File: src/rtl/cmult_pkg.sv
// Shared types and constants for the pipelined complex multiplier.
// Optional rounding is selected with the CMULT_ROUND_EN macro (see cmult_scale_sat).
package cmult_pkg;

  // Number of register stages from input handshake to output register.
  localparam int CMULT_LAT = 3;

  // Wide signed complex value, large enough for any legal full-precision result.
  localparam int CMULT_CPLX_W = 64;

  typedef struct packed {
    logic signed [CMULT_CPLX_W-1:0] i;
    logic signed [CMULT_CPLX_W-1:0] q;
  } cplx_t;

  // Full-precision width of one output component: product width plus one carry bit.
  function automatic int full_w(input int in_w);
    return 2 * in_w + 1;
  endfunction

endpackage

File: src/rtl/cmult_scale_sat.sv
// Combinational scale, optional round and clamp of one full-precision component.
// Macro CMULT_ROUND_EN: when defined, adds 2^(SHIFT-1) before the arithmetic shift
// (round half toward +inf); otherwise the shift truncates (floor).
module cmult_scale_sat #(
  parameter int FULL_W = 37,
  parameter int OUT_W  = 37,
  parameter int SHIFT  = 0
) (
  input  logic signed [FULL_W-1:0] full_i,
  output logic signed [OUT_W-1:0]  res_o,
  output logic                     sat_o
);

  // One guard bit so the rounding constant can never wrap the sum.
  localparam int EXT_W = FULL_W + 1;

  localparam logic signed [EXT_W-1:0] MAX_V = EXT_W'((EXT_W'(1) << (OUT_W - 1)) - EXT_W'(1));
  localparam logic signed [EXT_W-1:0] MIN_V = ~MAX_V;

  logic signed [EXT_W-1:0] ext_s;
  logic signed [EXT_W-1:0] rnd_s;
  logic signed [EXT_W-1:0] shr_s;

  assign ext_s = EXT_W'(full_i);

`ifdef CMULT_ROUND_EN
  localparam int RND_POS = (SHIFT > 0) ? SHIFT - 1 : 0;
  localparam logic signed [EXT_W-1:0] RND_V = (SHIFT > 0) ? EXT_W'(EXT_W'(1) << RND_POS) : EXT_W'(0);
  assign rnd_s = ext_s + RND_V;
`else
  assign rnd_s = ext_s;
`endif

  assign shr_s = rnd_s >>> SHIFT;

  // Clamp the scaled value into the signed OUT_W range and flag any clipping.
  always_comb begin
    res_o = shr_s[OUT_W-1:0];
    sat_o = 1'b0;
    if (shr_s > MAX_V) begin
      res_o = MAX_V[OUT_W-1:0];
      sat_o = 1'b1;
    end else if (shr_s < MIN_V) begin
      res_o = MIN_V[OUT_W-1:0];
      sat_o = 1'b1;
    end else begin
      res_o = shr_s[OUT_W-1:0];
      sat_o = 1'b0;
    end
  end

endmodule

File: src/rtl/cmult_pipe_axis.sv
// Three-stage pipelined complex multiplier (a*b or a*conj(b)) with valid/ready on
// both sides. S1 registers operands, S2 registers the four partial products, S3
// combines, scales, rounds (CMULT_ROUND_EN) and saturates into the output register.
module cmult_pipe_axis
  import cmult_pkg::*;
#(
  parameter int IN_W  = 18,
  parameter int OUT_W = 37,
  parameter int SHIFT = 0
) (
  input  logic                    clk_i,
  input  logic                    arstn_i,
  input  logic                    s_valid_i,
  output logic                    s_ready_o,
  input  logic                    s_conj_i,
  input  logic signed [IN_W-1:0]  s_a_i_i,
  input  logic signed [IN_W-1:0]  s_a_q_i,
  input  logic signed [IN_W-1:0]  s_b_i_i,
  input  logic signed [IN_W-1:0]  s_b_q_i,
  output logic                    m_valid_o,
  input  logic                    m_ready_i,
  output logic signed [OUT_W-1:0] m_i_o,
  output logic signed [OUT_W-1:0] m_q_o,
  output logic                    m_sat_o
);

  localparam int FULL_W = full_w(IN_W);
  localparam int PROD_W = 2 * IN_W;

  // Reject parameter sets whose output window does not fit the full-precision result.
  if ((OUT_W + SHIFT > FULL_W) || (SHIFT >= FULL_W) || (SHIFT < 0) || (OUT_W < 2)) begin : g_bad_params
    $error("cmult_pipe_axis: illegal OUT_W/SHIFT for the given IN_W");
  end

  // Signed product at full width; the exact result always fits in 2*IN_W bits.
  function automatic logic signed [PROD_W-1:0] smul(input logic signed [IN_W-1:0] x,
                                                    input logic signed [IN_W-1:0] y);
    return PROD_W'(x) * PROD_W'(y);
  endfunction

  // Stage occupancy and load enables.
  logic v1_r, v2_r, v3_r;
  logic ld1_s, ld2_s, ld3_s;

  // S1 operand registers.
  logic signed [IN_W-1:0] a_i_r, a_q_r, b_i_r, b_q_r;
  logic                   conj1_r;

  // S2 partial products.
  logic signed [PROD_W-1:0] p_ii_r, p_qq_r, p_qi_r, p_iq_r;
  logic                     conj2_r;

  // S3 combinational sums and scaled results.
  logic signed [FULL_W-1:0] sum_i_s, sum_q_s;
  logic signed [OUT_W-1:0]  res_i_s, res_q_s;
  logic                     sat_i_s, sat_q_s;

  // S3 output registers.
  logic signed [OUT_W-1:0] out_i_r, out_q_r;
  logic                    sat_r;

  // A stage loads when it is empty or its contents move on; bubbles collapse.
  assign ld3_s = !v3_r || m_ready_i;
  assign ld2_s = !v2_r || ld3_s;
  assign ld1_s = !v1_r || ld2_s;

  assign s_ready_o = ld1_s;
  assign m_valid_o = v3_r;
  assign m_i_o     = out_i_r;
  assign m_q_o     = out_q_r;
  assign m_sat_o   = sat_r;

  // S1: capture operands and conj mode on an input transfer.
  always_ff @(posedge clk_i or negedge arstn_i) begin
    if (!arstn_i) begin
      v1_r    <= 1'b0;
      conj1_r <= 1'b0;
      a_i_r   <= '0;
      a_q_r   <= '0;
      b_i_r   <= '0;
      b_q_r   <= '0;
    end else if (ld1_s) begin
      v1_r <= s_valid_i;
      if (s_valid_i) begin
        conj1_r <= s_conj_i;
        a_i_r   <= s_a_i_i;
        a_q_r   <= s_a_q_i;
        b_i_r   <= s_b_i_i;
        b_q_r   <= s_b_q_i;
      end
    end
  end

  // S2: register the four cross products.
  always_ff @(posedge clk_i or negedge arstn_i) begin
    if (!arstn_i) begin
      v2_r    <= 1'b0;
      conj2_r <= 1'b0;
      p_ii_r  <= '0;
      p_qq_r  <= '0;
      p_qi_r  <= '0;
      p_iq_r  <= '0;
    end else if (ld2_s) begin
      v2_r <= v1_r;
      if (v1_r) begin
        conj2_r <= conj1_r;
        p_ii_r  <= smul(a_i_r, b_i_r);
        p_qq_r  <= smul(a_q_r, b_q_r);
        p_qi_r  <= smul(a_q_r, b_i_r);
        p_iq_r  <= smul(a_i_r, b_q_r);
      end
    end
  end

  // S3 combine: conj flips the sign of the b-imaginary contributions.
  always_comb begin
    sum_i_s = '0;
    sum_q_s = '0;
    if (conj2_r) begin
      sum_i_s = FULL_W'(p_ii_r) + FULL_W'(p_qq_r);
      sum_q_s = FULL_W'(p_qi_r) - FULL_W'(p_iq_r);
    end else begin
      sum_i_s = FULL_W'(p_ii_r) - FULL_W'(p_qq_r);
      sum_q_s = FULL_W'(p_qi_r) + FULL_W'(p_iq_r);
    end
  end

  cmult_scale_sat #(
    .FULL_W (FULL_W),
    .OUT_W  (OUT_W),
    .SHIFT  (SHIFT)
  ) u_scale_i (
    .full_i (sum_i_s),
    .res_o  (res_i_s),
    .sat_o  (sat_i_s)
  );

  cmult_scale_sat #(
    .FULL_W (FULL_W),
    .OUT_W  (OUT_W),
    .SHIFT  (SHIFT)
  ) u_scale_q (
    .full_i (sum_q_s),
    .res_o  (res_q_s),
    .sat_o  (sat_q_s)
  );

  // S3: output register; holds its value while downstream stalls.
  always_ff @(posedge clk_i or negedge arstn_i) begin
    if (!arstn_i) begin
      v3_r    <= 1'b0;
      out_i_r <= '0;
      out_q_r <= '0;
      sat_r   <= 1'b0;
    end else if (ld3_s) begin
      v3_r <= v2_r;
      if (v2_r) begin
        out_i_r <= res_i_s;
        out_q_r <= res_q_s;
        sat_r   <= sat_i_s | sat_q_s;
      end
    end
  end

endmodule

File: config.mk
export PLATFORM = sky130hd
export DESIGN_NAME = cmult_pipe_axis
export DESIGN_NICKNAME = d
export VERILOG_FILES = /design/src/rtl/cmult_pkg.sv /design/src/rtl/cmult_scale_sat.sv /design/src/rtl/cmult_pipe_axis.sv
export SDC_FILE = /design/constraint.sdc
export NUM_CORES = 2
export LEC_CHECK = 0
export ABC_AREA = 1
export CAP_MARGIN = 40
export CORE_MARGIN = 2
export CORE_UTILIZATION = 60
export DETAILED_ROUTE_END_ITERATION = 8
export PLACE_DENSITY = 0.88
export SLEW_MARGIN = 0
export SYNTH_ARGS = -nofsm -noshare
export SYNTH_HDL_FRONTEND = slang
export SYNTH_SLANG_ARGS = --single-unit
File: constraint.sdc
create_clock -name clk_i -period 7.2 [get_ports clk_i]
set_clock_uncertainty 0.2 [all_clocks]
set_input_delay 1.44 -clock clk_i [delete_from_list [all_inputs] [get_ports clk_i]]
set_output_delay 1.44 -clock clk_i [all_outputs]
set_load 0.01 [all_outputs]
======== Word-level counts from Yosys, hierarchy flattened ========
Cells that the tools add are included.
word-level totals
  register bits after elaboration ......... 296
  input port bits ......................... 77
  output and inout bits ................... 77
  logic and storage cells ................. 48
cells by class
  add/sub/neg operators ................... 4
  multipliers ............................. 4
  order comparisons ....................... 4
  multiplexer cells ....................... 10
  bitwise gates (word level) .............. 1
  reduce and logical (&&, ||, !) cells .... 9
operator list
  cell                                                number
  two-way mux 37 bit                                  6
  multiplier 18 x 18 -> 36 bit                        4
  adder 36 x 36 -> 37 bit                             2
  > comparator 37 bit, second input constant          2
  less-than comparator 37 bit, second input constant  2
  subtractor 36 x 36 -> 37 bit                        2
  AND reduction 2 bit                                 3
  two-way mux 1 bit                                   4
  zero test 1 bit                                     3
  logical OR 1 bit                                    3
  OR 1 bit                                            1

======== Logic depth before layout (Yosys ltp) ========
  word-level depth ........................ 6
  depth in mapped cells ................... 29
  depth with buffers taken out ............ 27

======== Modules after synthesis ========
Synthesis repeated with hierarchy kept, for this count alone.
second synthesis, totals
  cells, all modules ...................... 9502
  area total of the unflattened synthesis .. 70676.5 µm²
by module, submodules not included
  module           times used  cells an instance  area each (µm²)  sequential area each (µm²)
  cmult_pipe_axis  1           9424               70376.2          7407.1
  cmult_scale_sat  2           39                 150.1            0.0

======== Worst setup path after synthesis ========
OpenSTA, ideal clock, no wires.
  kind .................................... reg2reg
  start point ............................. register a_q_r[17]
  end point ............................... register p_qq_r[27]
  setup time .............................. 0.131 ns
  arrival time ............................ 5.758 ns
  data required time ...................... 6.869 ns
  path slack .............................. 1.111 ns
  cell stages (with the launch flop) ...... 21
  buffers on the path ..................... 2
  clock period less this slack ............ 6.089 ns
  cells stage by stage .................... dfrtp_1 clkbuf_1 buf_1 nand2_1 fa_1 inv_1 fa_1 inv_1 fa_1 fa_1 fa_1 fa_1 inv_1 ha_1 a21oi_1 o21ai_0 a21oi_1 nand3_1 or2_2 nand3_1 o21ai_0
on the way
  word-level cells in the longest chain between the ends .. 1
RTL lines
  item                          line                    source
  from (decl)                   cmult_pipe_axis.sv:46   logic signed [IN_W-1:0] a_i_r, a_q_r, b_i_r, b_q_r;
  from (signal assigned)        cmult_pipe_axis.sv:87   a_q_r <= s_a_q_i;
  multiplier 18 x 18 -> 36 bit  cmult_pipe_axis.sv:38   return PROD_W'(x) * PROD_W'(y);
  to (signal assigned)          cmult_pipe_axis.sv:108  p_qq_r <= smul(a_q_r, b_q_r);
  to (decl)                     cmult_pipe_axis.sv:50   logic signed [PROD_W-1:0] p_ii_r, p_qq_r, p_qi_r, p_iq_r;
No other way between the ends.
A chain may end at the register's enable or synchronous reset.

======== Worst setup path after layout ========
  start point ............................. register b_q_r[10]
  end point ............................... register p_iq_r[26]
on the way
  word-level cells in the longest chain between the ends .. 1
RTL lines
  item                          line                    source
  from (decl)                   cmult_pipe_axis.sv:46
  from (signal assigned)        cmult_pipe_axis.sv:89   b_q_r <= s_b_q_i;
  multiplier 18 x 18 -> 36 bit  cmult_pipe_axis.sv:38
  to (signal assigned)          cmult_pipe_axis.sv:110  p_iq_r <= smul(a_i_r, b_q_r);
  to (decl)                     cmult_pipe_axis.sv:50
No other way between the ends.

==> qor.yml <==
route:
  drt_pre_antenna_iters: 7
  drt_iter0_drc: 6280
  drcViolationCount: 0
  wire_per_inst_um: 19.8
  ant_nets: 0
  drt-vias-per-instance: 5.58
  wl_um: 208000
  vias: 58600
layout:
  finalNetCount: 10800
  n_antenna_cell: 0
  layout-drive-gt1-share_pct: 4.59
  design_area_um2: 73900
  synthToLayoutAreaGrowth_pct: 7.54
timing:
  rsz0062_at_grt: "no"
  relSlewSlack_pct: 32.2
  drv_slew: 0
  setup_tns_ns: 0
  fin_hold_ws_ns: 0.277
  tightestPinTransition_ns: 1.02
  finalSetupViolations: 0
  period_needed_ns: 6.97
  setup_slack_ns: 0.226
  hold_viol: 0
  timing.fmax_mhz: 143
  period_share_pct: 96.9
yosys:
  ys_warn_count: 0
  ys_async_sr_fraction_pct: 100
  synthesis.nets: 10800
  ys.flop_type: "dfrtp_1"
  synth-seq-cells: 296
  synth_edf_count: 0
  synthCells: 8940
  ys_seq_area_share_pct: 10.8
  yosysUniqueCellTypes: 55
  syn_area_um2: 68700
  synth.avg_cell_area_um2: 7.68
grt:
  grt_usage_pct: 36.6
  overflow: 0
  grt_max_degree: 129
  grt_pass1_wl_um: 332000
  grt_pass1_vias: 61800
  grt_antenna_before_repair: 1
worst_setup_path:
  start_kind: "flip-flop"
  path_class: "reg2reg"
  cp.required_ns: 7.48
  path_max_fanout: 17
  cp-end-kind: "flip-flop"
  slowest_delay_ns: 0.96
  crit_slowest_cell: "dfrtp_1"
  r2r_setup_slack_ns: 0.23
  cpMostUsedCell: "fa_1"
  crit_arrival_ns: 7.26
  crit_chain: "buf_4, nand2_1, fa_1, inv_1, fa_1, inv_1, fa_1, inv_1, fa_1, fa_1, inv_1, fa_1, inv_1, ha_1, nand2_1, nor2_1, nand2_1, nor3_1, o21ai_0, nand3_1, nand2_1, nand3_1, o21ai_0"
hold_path:
  hold_class: "reg2reg"
clock_tree:
  root_buffer: "clkbuf_16"
  clock_path_buffers: 3
  cts_buffers: 41
  cts_sinks: 296
  htreeDepth: 2
  cts_tree: "built"
  cts.reportedPaths.clkPinSlew_ns: 0.06
  clock_latency_ns: 0.65
  post_cts_buffers: 0
die:
  core_area_um2: 114000
  die_w_um: 342
  die-area_um2: 117000
  io_pins: 154
  die_h_um: 342
  num_rows: 124
  initial_utilization_pct: 60.3
placement:
  dpl_worst_slack_ns: 0.384
  place_hpwl_um: 170000
  placed_cell_area_um2: 72400
  gp_congestion: 0.998
  numPortBuffers: 153
outcome:
  status: "finished clean"
run:
  cap_violations: 0
[final timing paths]
kind / start / endpoint / cells after the start
min in group asynchronous: arstn_i / m_sat_o / 1
max reg2reg: b_q_r[10] / p_iq_r[26] / 23
max in group asynchronous: arstn_i / p_iq_r[14] / 2
min reg2reg: m_i_o[0] / m_i_o[0] / 2
max: b_q_r[10] / p_iq_r[26] / 23
min: m_i_o[0] / m_i_o[0] / 2
[cell families (layout without fill, tap and decap cells)]
logic type | after synthesis | in the layout | synth area share (%)
AOI/OAI and AO/OA | 652 | 652 | 5.23
xor gates and xnor gates | 159 | 159 | 2.04
adders and majority gates | 1764 | 1764 | 46.5
buffers and inverters | 2820 | 2864 | 15.5
DFF | 296 | 296 | 10.8
muxes | 62 | 62 | 1.02
and+or+nand+nor | 3187 | 3187 | 18.9
[metal layers]
metal	global-route usage, %	up-vias	share of wire [%]
li1	-	25900	-
met3	11.2	710	13
met1	49.5	28400	39
met4	14.9	2	4.8
met5	0	-	0.0063
met2	55.0	3544	43
[Yosys cell counts (all sizes together), types with 32 or more instances]
| library cell | number | share of area [%] |
|---|---|---|
| fa | 1318 | 38 |
| clkbuf | 195 | 1.1 |
| buf | 159 | 0.96 |
| nand3b | 32 | 0.36 |
| nor3 | 52 | 0.39 |
| xnor2 | 74 | 0.94 |
| dfrtp | 296 | 11 |
| inv | 2465 | 13 |
| nor2 | 403 | 2.3 |
| nand3 | 276 | 2.1 |
| ha | 446 | 8.1 |
| nand2 | 2293 | 13 |
| mux2 | 62 | 1.0 |
| or2 | 52 | 0.47 |
| nand4 | 60 | 0.56 |
| o21ai | 279 | 2.1 |
| xor2 | 85 | 1.1 |
| a21oi | 263 | 1.9 |
[cells in the final DEF (no fill, tap or decap), types with 59 or more instances in the layout]
| cell | n |
|---|---|
| nand4_1 | 59 |
| nand2_1 | 2281 |
| nor2_1 | 395 |
| a21oi_1 | 259 |
| xnor2_1 | 74 |
| buf_4 | 141 |
| fa_1 | 1318 |
| ha_1 | 445 |
| clkdlybuf4s50_1 | 152 |
| xor2_1 | 84 |
| nand3_1 | 267 |
| dfrtp_1 | 284 |
| o21ai_0 | 243 |
| inv_1 | 2461 |
| mux2_2 | 62 |
[critical path: cells and delay by family, from the launching register on]
kind / cells / cell delay [ns]
compound gates: 2 / 0.46
fa+ha+maj: 7 / 3.31
buf+inv: 6 / 0.56
flops: 1 / 0.96
simple gates: 8 / 1.29
[final cells by class]
class                      instances  area (um2)
tap                             1512        1890
fill                            9333       40000
sequential                       296        7420
inverter                        2466        9260
multi-input combinational       5824       50700
timing repair buffer             322        3210
clock buffer                      54        1170
clock inverter                    22         267
[registers in the layout, summed over array words and instances, names as in the netlist, 18 cells and up]
name / flops
p_iq_r: 36
p_ii_r: 36
m_q_o: 37
p_qq_r: 36
b_q_r: 18
m_i_o: 37
p_qi_r: 36
a_i_r: 18
a_q_r: 18
b_i_r: 18
[timing repair]
| action | in CTS | in global routing |
|---|---|---|
| hold endpoints to repair | 0 | 0 |
| resized for setup | 0 | 4 |
| hold buffers | 0 | 0 |
| endpoints found under the setup margin | 0 | 2 |
[stage by stage]
stage | util [%] | cells
final | 64.9 | 10500
after global routing | 64.9 | 10500
after floorplan | - | 8940
after global placement | 63.4 | 10400
after detailed placement | 63.6 | 10400
after CTS | 64.8 | 10500
Power is not shown: default switching activity piles up to over one toggle a cycle in this logic, so the estimate is an artifact.
